--- src/rtl/mem_dump_reader.sv ---
// Halted-CPU memory readback: streams {address, word} from a contiguous range over valid/ready.
// Optional MEM_DUMP_CHECKSUM_EN adds a wrapping sum of all words accepted on dout.
module mem_dump_reader #(
  parameter int unsigned ADDR_W = 11,
  parameter int unsigned DATA_W = 32,
  parameter int unsigned CNT_W  = 12
) (
  input  logic              clk,
  input  logic              reset,
  input  logic              cpu_en,
  input  logic              start,
  input  logic [ADDR_W-1:0] start_adrs,
  input  logic [CNT_W-1:0]  word_count,
  output logic              r_enable,
  output logic [ADDR_W-1:0] r_adrs,
  input  logic [DATA_W-1:0] r_data,
  output logic              dout_valid,
  input  logic              dout_ready,
  output logic [ADDR_W-1:0] dout_adrs,
  output logic [DATA_W-1:0] dout_data,
  output logic              busy,
  output logic              done,
  output logic              aborted,
  output logic              err
`ifdef MEM_DUMP_CHECKSUM_EN
  ,
  output logic [DATA_W-1:0] checksum
`endif
);

  localparam int unsigned      MAX_WORDS = 32'd1 << ADDR_W;
  localparam logic [CNT_W-1:0] MAX_CNT   = CNT_W'(MAX_WORDS);

  typedef enum logic [1:0] {S_IDLE, S_READ, S_DRAIN, S_DONE} state_t;

  state_t             r_state;
  state_t             w_next;
  logic [CNT_W-1:0]   r_remain;
  logic               r_pend;
  logic [ADDR_W-1:0]  r_pend_adrs;
  logic [ADDR_W-1:0]  r_q_adrs [2];
  logic [DATA_W-1:0]  r_q_data [2];
  logic [1:0]         r_count;
  logic [2:0]         w_occ_next;
  logic               w_accept;
  logic               w_abort;
  logic               w_pop;
  logic               w_space;
  logic               w_drained;
  logic [CNT_W-1:0]   w_count_clamped;

  assign dout_valid = (r_count != 2'd0);
  assign dout_adrs  = r_q_adrs[0];
  assign dout_data  = r_q_data[0];

  assign w_pop    = dout_valid & dout_ready;
  assign w_accept = (r_state == S_IDLE) & start & ~cpu_en;
  assign w_abort  = ((r_state == S_READ) || (r_state == S_DRAIN)) & cpu_en;

  // FIFO occupancy once this cycle's pop and returning read settle; a new read
  // may only issue if its data is guaranteed a slot when it lands.
  assign w_occ_next = 3'(r_count) + 3'(r_pend) - 3'(w_pop);
  assign w_space    = (w_occ_next < 3'd2);
  assign w_drained  = (w_occ_next == 3'd0);

  assign w_count_clamped = (word_count > MAX_CNT) ? MAX_CNT : word_count;

  always_comb begin
    w_next   = r_state;
    r_enable = 1'b0;
    case (r_state)
      S_IDLE: begin
        if (start && !cpu_en) w_next = (word_count == '0) ? S_DONE : S_READ;
      end
      S_READ: begin
        if (cpu_en) begin
          w_next = S_DONE;
        end else if (w_space && (r_remain != '0)) begin
          r_enable = 1'b1;
          if (r_remain == CNT_W'(1)) w_next = S_DRAIN;
        end
      end
      S_DRAIN: begin
        if (cpu_en || w_drained) w_next = S_DONE;
      end
      S_DONE:  w_next = S_IDLE;
      default: w_next = S_IDLE;
    endcase
  end

  always_ff @(posedge clk or posedge reset) begin
    if (reset) begin
      r_state <= S_IDLE;
      busy    <= 1'b0;
      done    <= 1'b0;
      aborted <= 1'b0;
      err     <= 1'b0;
    end else begin
      r_state <= w_next;
      busy    <= (w_next == S_READ) || (w_next == S_DRAIN);
      done    <= (w_next == S_DONE);
      err     <= (r_state == S_IDLE) && start && cpu_en;
      if (w_accept)     aborted <= 1'b0;
      else if (w_abort) aborted <= 1'b1;
    end
  end

  // Read address generation and in-flight tracking
  always_ff @(posedge clk or posedge reset) begin
    if (reset) begin
      r_adrs      <= '0;
      r_remain    <= '0;
      r_pend      <= 1'b0;
      r_pend_adrs <= '0;
    end else begin
      r_pend <= r_enable;
      if (w_accept) begin
        r_adrs   <= start_adrs;
        r_remain <= w_count_clamped;
      end else if (r_enable) begin
        r_adrs      <= r_adrs + ADDR_W'(1);
        r_remain    <= r_remain - CNT_W'(1);
        r_pend_adrs <= r_adrs;
      end
    end
  end

  // Two-entry FIFO, entry 0 is the head; abort flushes it along with any returning word
  always_ff @(posedge clk or posedge reset) begin
    if (reset) begin
      r_count     <= 2'd0;
      r_q_adrs[0] <= '0;
      r_q_adrs[1] <= '0;
      r_q_data[0] <= '0;
      r_q_data[1] <= '0;
    end else if (w_abort) begin
      r_count <= 2'd0;
    end else begin
      case ({r_pend, w_pop})
        2'b10: begin
          r_q_adrs[r_count[0]] <= r_pend_adrs;
          r_q_data[r_count[0]] <= r_data;
          r_count              <= r_count + 2'd1;
        end
        2'b01: begin
          r_q_adrs[0] <= r_q_adrs[1];
          r_q_data[0] <= r_q_data[1];
          r_count     <= r_count - 2'd1;
        end
        2'b11: begin
          if (r_count == 2'd1) begin
            r_q_adrs[0] <= r_pend_adrs;
            r_q_data[0] <= r_data;
          end else begin
            r_q_adrs[0] <= r_q_adrs[1];
            r_q_data[0] <= r_q_data[1];
            r_q_adrs[1] <= r_pend_adrs;
            r_q_data[1] <= r_data;
          end
        end
        default: ;
      endcase
    end
  end

`ifdef MEM_DUMP_CHECKSUM_EN
  always_ff @(posedge clk or posedge reset) begin
    if (reset)         checksum <= '0;
    else if (w_accept) checksum <= '0;
    else if (w_pop)    checksum <= checksum + dout_data;
  end
`endif

endmodule

--- config.mk ---
export PLATFORM = sky130hd
export DESIGN_NAME = mem_dump_reader
export DESIGN_NICKNAME = d
export VERILOG_FILES = /design/src/rtl/mem_dump_reader.sv
export SDC_FILE = /design/constraint.sdc
export NUM_CORES = 1
export LEC_CHECK = 0
export BUFFER_PORTS_ARGS = -buffer_cell sky130_fd_sc_hd__buf_2
export CORE_ASPECT_RATIO = 2
export CORE_MARGIN = 1.5
export CORE_UTILIZATION = 45
export CTS_CLUSTER_SIZE = 25
export DETAILED_ROUTE_END_ITERATION = 6
export HOLD_SLACK_MARGIN = 0.06
export MAX_ROUTING_LAYER = met4
export PLACE_DENSITY = 0.7
export SLEW_MARGIN = 20
export SYNTH_ARGS = -nofsm -noshare
export SYNTH_HDL_FRONTEND = slang
export SYNTH_SLANG_ARGS = --single-unit
--- constraint.sdc ---
create_clock -name clk -period 4.05 [get_ports clk]
set_input_delay 0.405 -clock clk [delete_from_list [all_inputs] [get_ports clk]]
set_output_delay 0.405 -clock clk [all_outputs]
set_load 0.005 [all_outputs]
==> impl_metrics.ini <==
[outcome]
outcome = finished, final reports clean

[clock_tree]
holdBufCountCts = 0
cts_made_buffers = 17
cts_max_path_buffers = 2
clk-insertion-delay-late_ns = 0.41
clk_pin_slew_ns = 0.06
htreeDepth = 4
cts_tree = built
cts-root-buf = clkbuf_16
cts_resized = 0
cts_setup_buffers = 0
cts.sinks = 129

[grt]
antenna_found_initial = 2
grt_pass1_wl_um = 22600
grt_usage_pct = 20.2
grt.met3_usage_pct = 3.65
grt-ovfl-total = 0
grtUsageMet2_pct = 36.3
met1_usage_pct = 21.2
first_global_vias = 4870
grt_max_degree = 102
top_usage_layer = met2

[finish]
fin_nets = 743
drive_gt1_share_pct = 31.1
final_cell_mix = 129 x dfrtp_1, 119 x buf_2, 93 x nand2_1
finish.utilization_pct = 54.0
synthToLayoutAreaGrowth_pct = 17.1
fill_cells = 1205
layout_commonest_cell = dfrtp_1

[logic_synthesis]
synth_top_family_by_area = compound AO/OA/AOI/OAI gates
seq_area_frac_synth_pct = 51.8
synthesis.area_um2 = 6230
synth.distinct_cells = 50
postSynthCellCount = 604
synth_area_per_cell_um2 = 10.3
synth.mux.area_fraction_pct = 8.09
yosys_warnings = 0
synthSimpleGateAreaFrac_pct = 12.3
synth_nets = 676
synth_xor_area_share_pct = 1.69
synth_compound_area_share_pct = 15.0
synth.ff_latch_count = 129
synth-adder-area-share_pct = 2.53

[worst_hold_path]
hp-class = primary input to async pin

[sta]
fin_worst_skew_ns = 0.00729
finalCriticalPeriod_ns = 3.80
slew_viol_final = 0
setup_viol = 0
max_slew.worst_pin.slew_ns = 0.913
hold_viol = 0
max_freq_ghz = 0.263
post-route-period-util_pct = 93.8
tns_ns = 0
grt_setup_unrepaired = false
relSlewSlack_pct = 39.2

[route]
drc = 0
drt_iter0_drc = 218
via_count = 4678
vias_per_cell = 5.56
wl_per_cell_um = 16.0
routed_wirelength_um = 13500
firstDrtPassIters = 5
detail-route-antenna-nets = 0

[worst_setup_path]
crit_arrival_ns = 3.39
end_kind = output pin
r2r_cells = 12
crit_path_start_kind = flip-flop
crit_path_top_delay_cell = dfrtp_1
worstPathRequired_ns = 3.64
r2r_slack_ns = 0.34
regToRegStartpoint = r_count[0]
path_cells = inv_1 -> ha_1 -> nand2b_1 -> nand2_1 -> nand2_1 -> ha_1 -> fa_1 -> nor3b_2 -> and2_1 -> nand2b_2 -> inv_1 -> buf_2
critPathLaunch = r_count[0]
path_class = flip-flop to output pin
path_max_fanout = 6
cp_slowest_stage_delay_ns = 0.51

[pwr]
switching_share_pct = 35.5
switchingPower_w = 0.00196
p_per_area_nw_per_um2 = 758
pwr-share-comb_pct = 32.9
p_int_w = 0.00357
leakagePower_nw = 3.52
seqPwrFrac_pct = 39.2
power_frac_clock_pct = 27.9
ir_drop_mv = 0.400

[place]
port-buffer-count = 119
dp_hpwl_um = 9410
gp_congestion = 0.855

[die]
rows = 60
ios = 120
dieArea_um2 = 14600
core_um2 = 13500
start_util_pct = 46.1
die_w_um = 86.2
die_h_um = 169

[run]
drv_cap = 0
[sequential cells by signal, summed over array words and instances (netlist names), 2 cells and up]
signal and flops:
dout_adrs 11, dout_data 32, r_adrs 11, r_count 2
r_pend_adrs 11, r_q_adrs 11, r_q_data 32, r_remain 12
r_state 2
[path summary, 6_finish.rpt]
kind | endpoint
worst max-delay path | r_enable
worst min-delay path | r_remain[6]
worst max register to register | r_adrs[7]
worst min register to register | dout_data[6]
max in group asynchronous | dout_data[13]
min in group clk | r_adrs[1]
[cells by family (layout without fill, tap and decap cells)]
group	count (synthesis)	count (layout)
and+or+nand+nor	162	162
AOI/OAI and AO/OA	152	152
DFF	129	129
buffers and inverters	92	172
muxes	45	45
adders and majority gates	12	12
xor gates and xnor gates	12	12
other	0	2
[power groups by stage]
stage                     sequential, W  combinational, W  clock [W]
after floorplan                 0.00208           0.00144          0
after global routing            0.00223           0.00207    0.00163
after CTS                       0.00216           0.00181    0.00158
after detailed placement        0.00219           0.00179          0
after global placement          0.00215           0.00170          0
final                           0.00217           0.00182    0.00154
[through the flow]
| stage | setup WS (ns) | cells | area (µm²) | hold WS [ns] | total power (W) |
|---|---|---|---|---|---|
| after floorplan | 0.204 | 604 | 6230 | 0.451 | 0.00352 |
| after global placement | 0.560 | 805 | 6630 | 0.456 | 0.00385 |
| after detailed placement | 0.394 | 806 | 6660 | 0.464 | 0.00398 |
| after CTS | 0.242 | 838 | 7260 | 0.184 | 0.00555 |
| after global routing | 0.0243 | 841 | 7290 | 0.209 | 0.00594 |
| final | 0.252 | 841 | 7290 | 0.172 | 0.00553 |
[cells in the mapped netlist, drive strengths merged]
| cell type | n | share of area, % |
|---|---|---|
| o221ai | 1 | 0.14 |
| o21bai | 1 | 0.12 |
| a211oi | 1 | 0.12 |
| buf | 55 | 6.4 |
| mux2 | 43 | 7.8 |
| or3b | 1 | 0.14 |
| a31oi | 3 | 0.30 |
| fa | 1 | 0.32 |
| o2bb2ai | 1 | 0.14 |
| nor2 | 11 | 0.66 |
| inv | 14 | 0.84 |
| o21a | 1 | 0.12 |
| nand2b | 4 | 0.44 |
| mux2i | 2 | 0.32 |
| a22oi | 45 | 5.4 |
| nor3 | 10 | 0.98 |
| a21oi | 24 | 1.9 |
| nand4 | 3 | 0.30 |
| nor3b | 1 | 0.20 |
| o2111ai | 1 | 0.14 |
| nand3 | 12 | 1.0 |
| nand2 | 93 | 5.6 |
| or3 | 3 | 0.30 |
| a221o | 3 | 0.48 |
| clkbuf | 23 | 1.4 |
| a32oi | 1 | 0.14 |
| nor2b | 3 | 0.30 |
| and3 | 3 | 0.30 |
| nor4b | 2 | 0.28 |
| xor2 | 3 | 0.42 |
| a311o | 1 | 0.16 |
| xnor2 | 9 | 1.3 |
| dfrtp | 129 | 52 |
| o21ai | 64 | 5.1 |
| o311ai | 1 | 0.14 |
| o211ai | 3 | 0.36 |
| or4 | 3 | 0.42 |
| nor4 | 8 | 0.80 |
| or2 | 2 | 0.20 |
| o41ai | 1 | 0.14 |
| ha | 11 | 2.2 |
| and2 | 3 | 0.30 |
[worst max-delay path: cells and delay by family (launching register included)]
family | cells | cell delay, ns
flip-flops | 1 | 0.51
buffers and inverters | 3 | 0.33
AND/OR/NAND/NOR | 6 | 1.19
adder cells (fa/ha/maj) | 3 | 0.95
[metal layers]
layer	routed length [µm]	up-vias
li1	-	2232
met1	5180	2281
met2	7470	140
met3	459	25
met4	343	0
met5	0	-
[final cells by class]
class                   instances  area [µm²]  share of cell area, %
repair buffers                126         688                   9.43
clock buffers                  19         453                   6.21
diodes                          2        5.00                 0.0686
inverters                      14        57.6                  0.789
clock inverters                13         150                   2.06
well taps                     155         194                   2.66
flip-flops and latches        129        3230                   44.3
multi-input cells             383        2520                   34.5
Note: power is estimated with default switching activity, not from simulation.
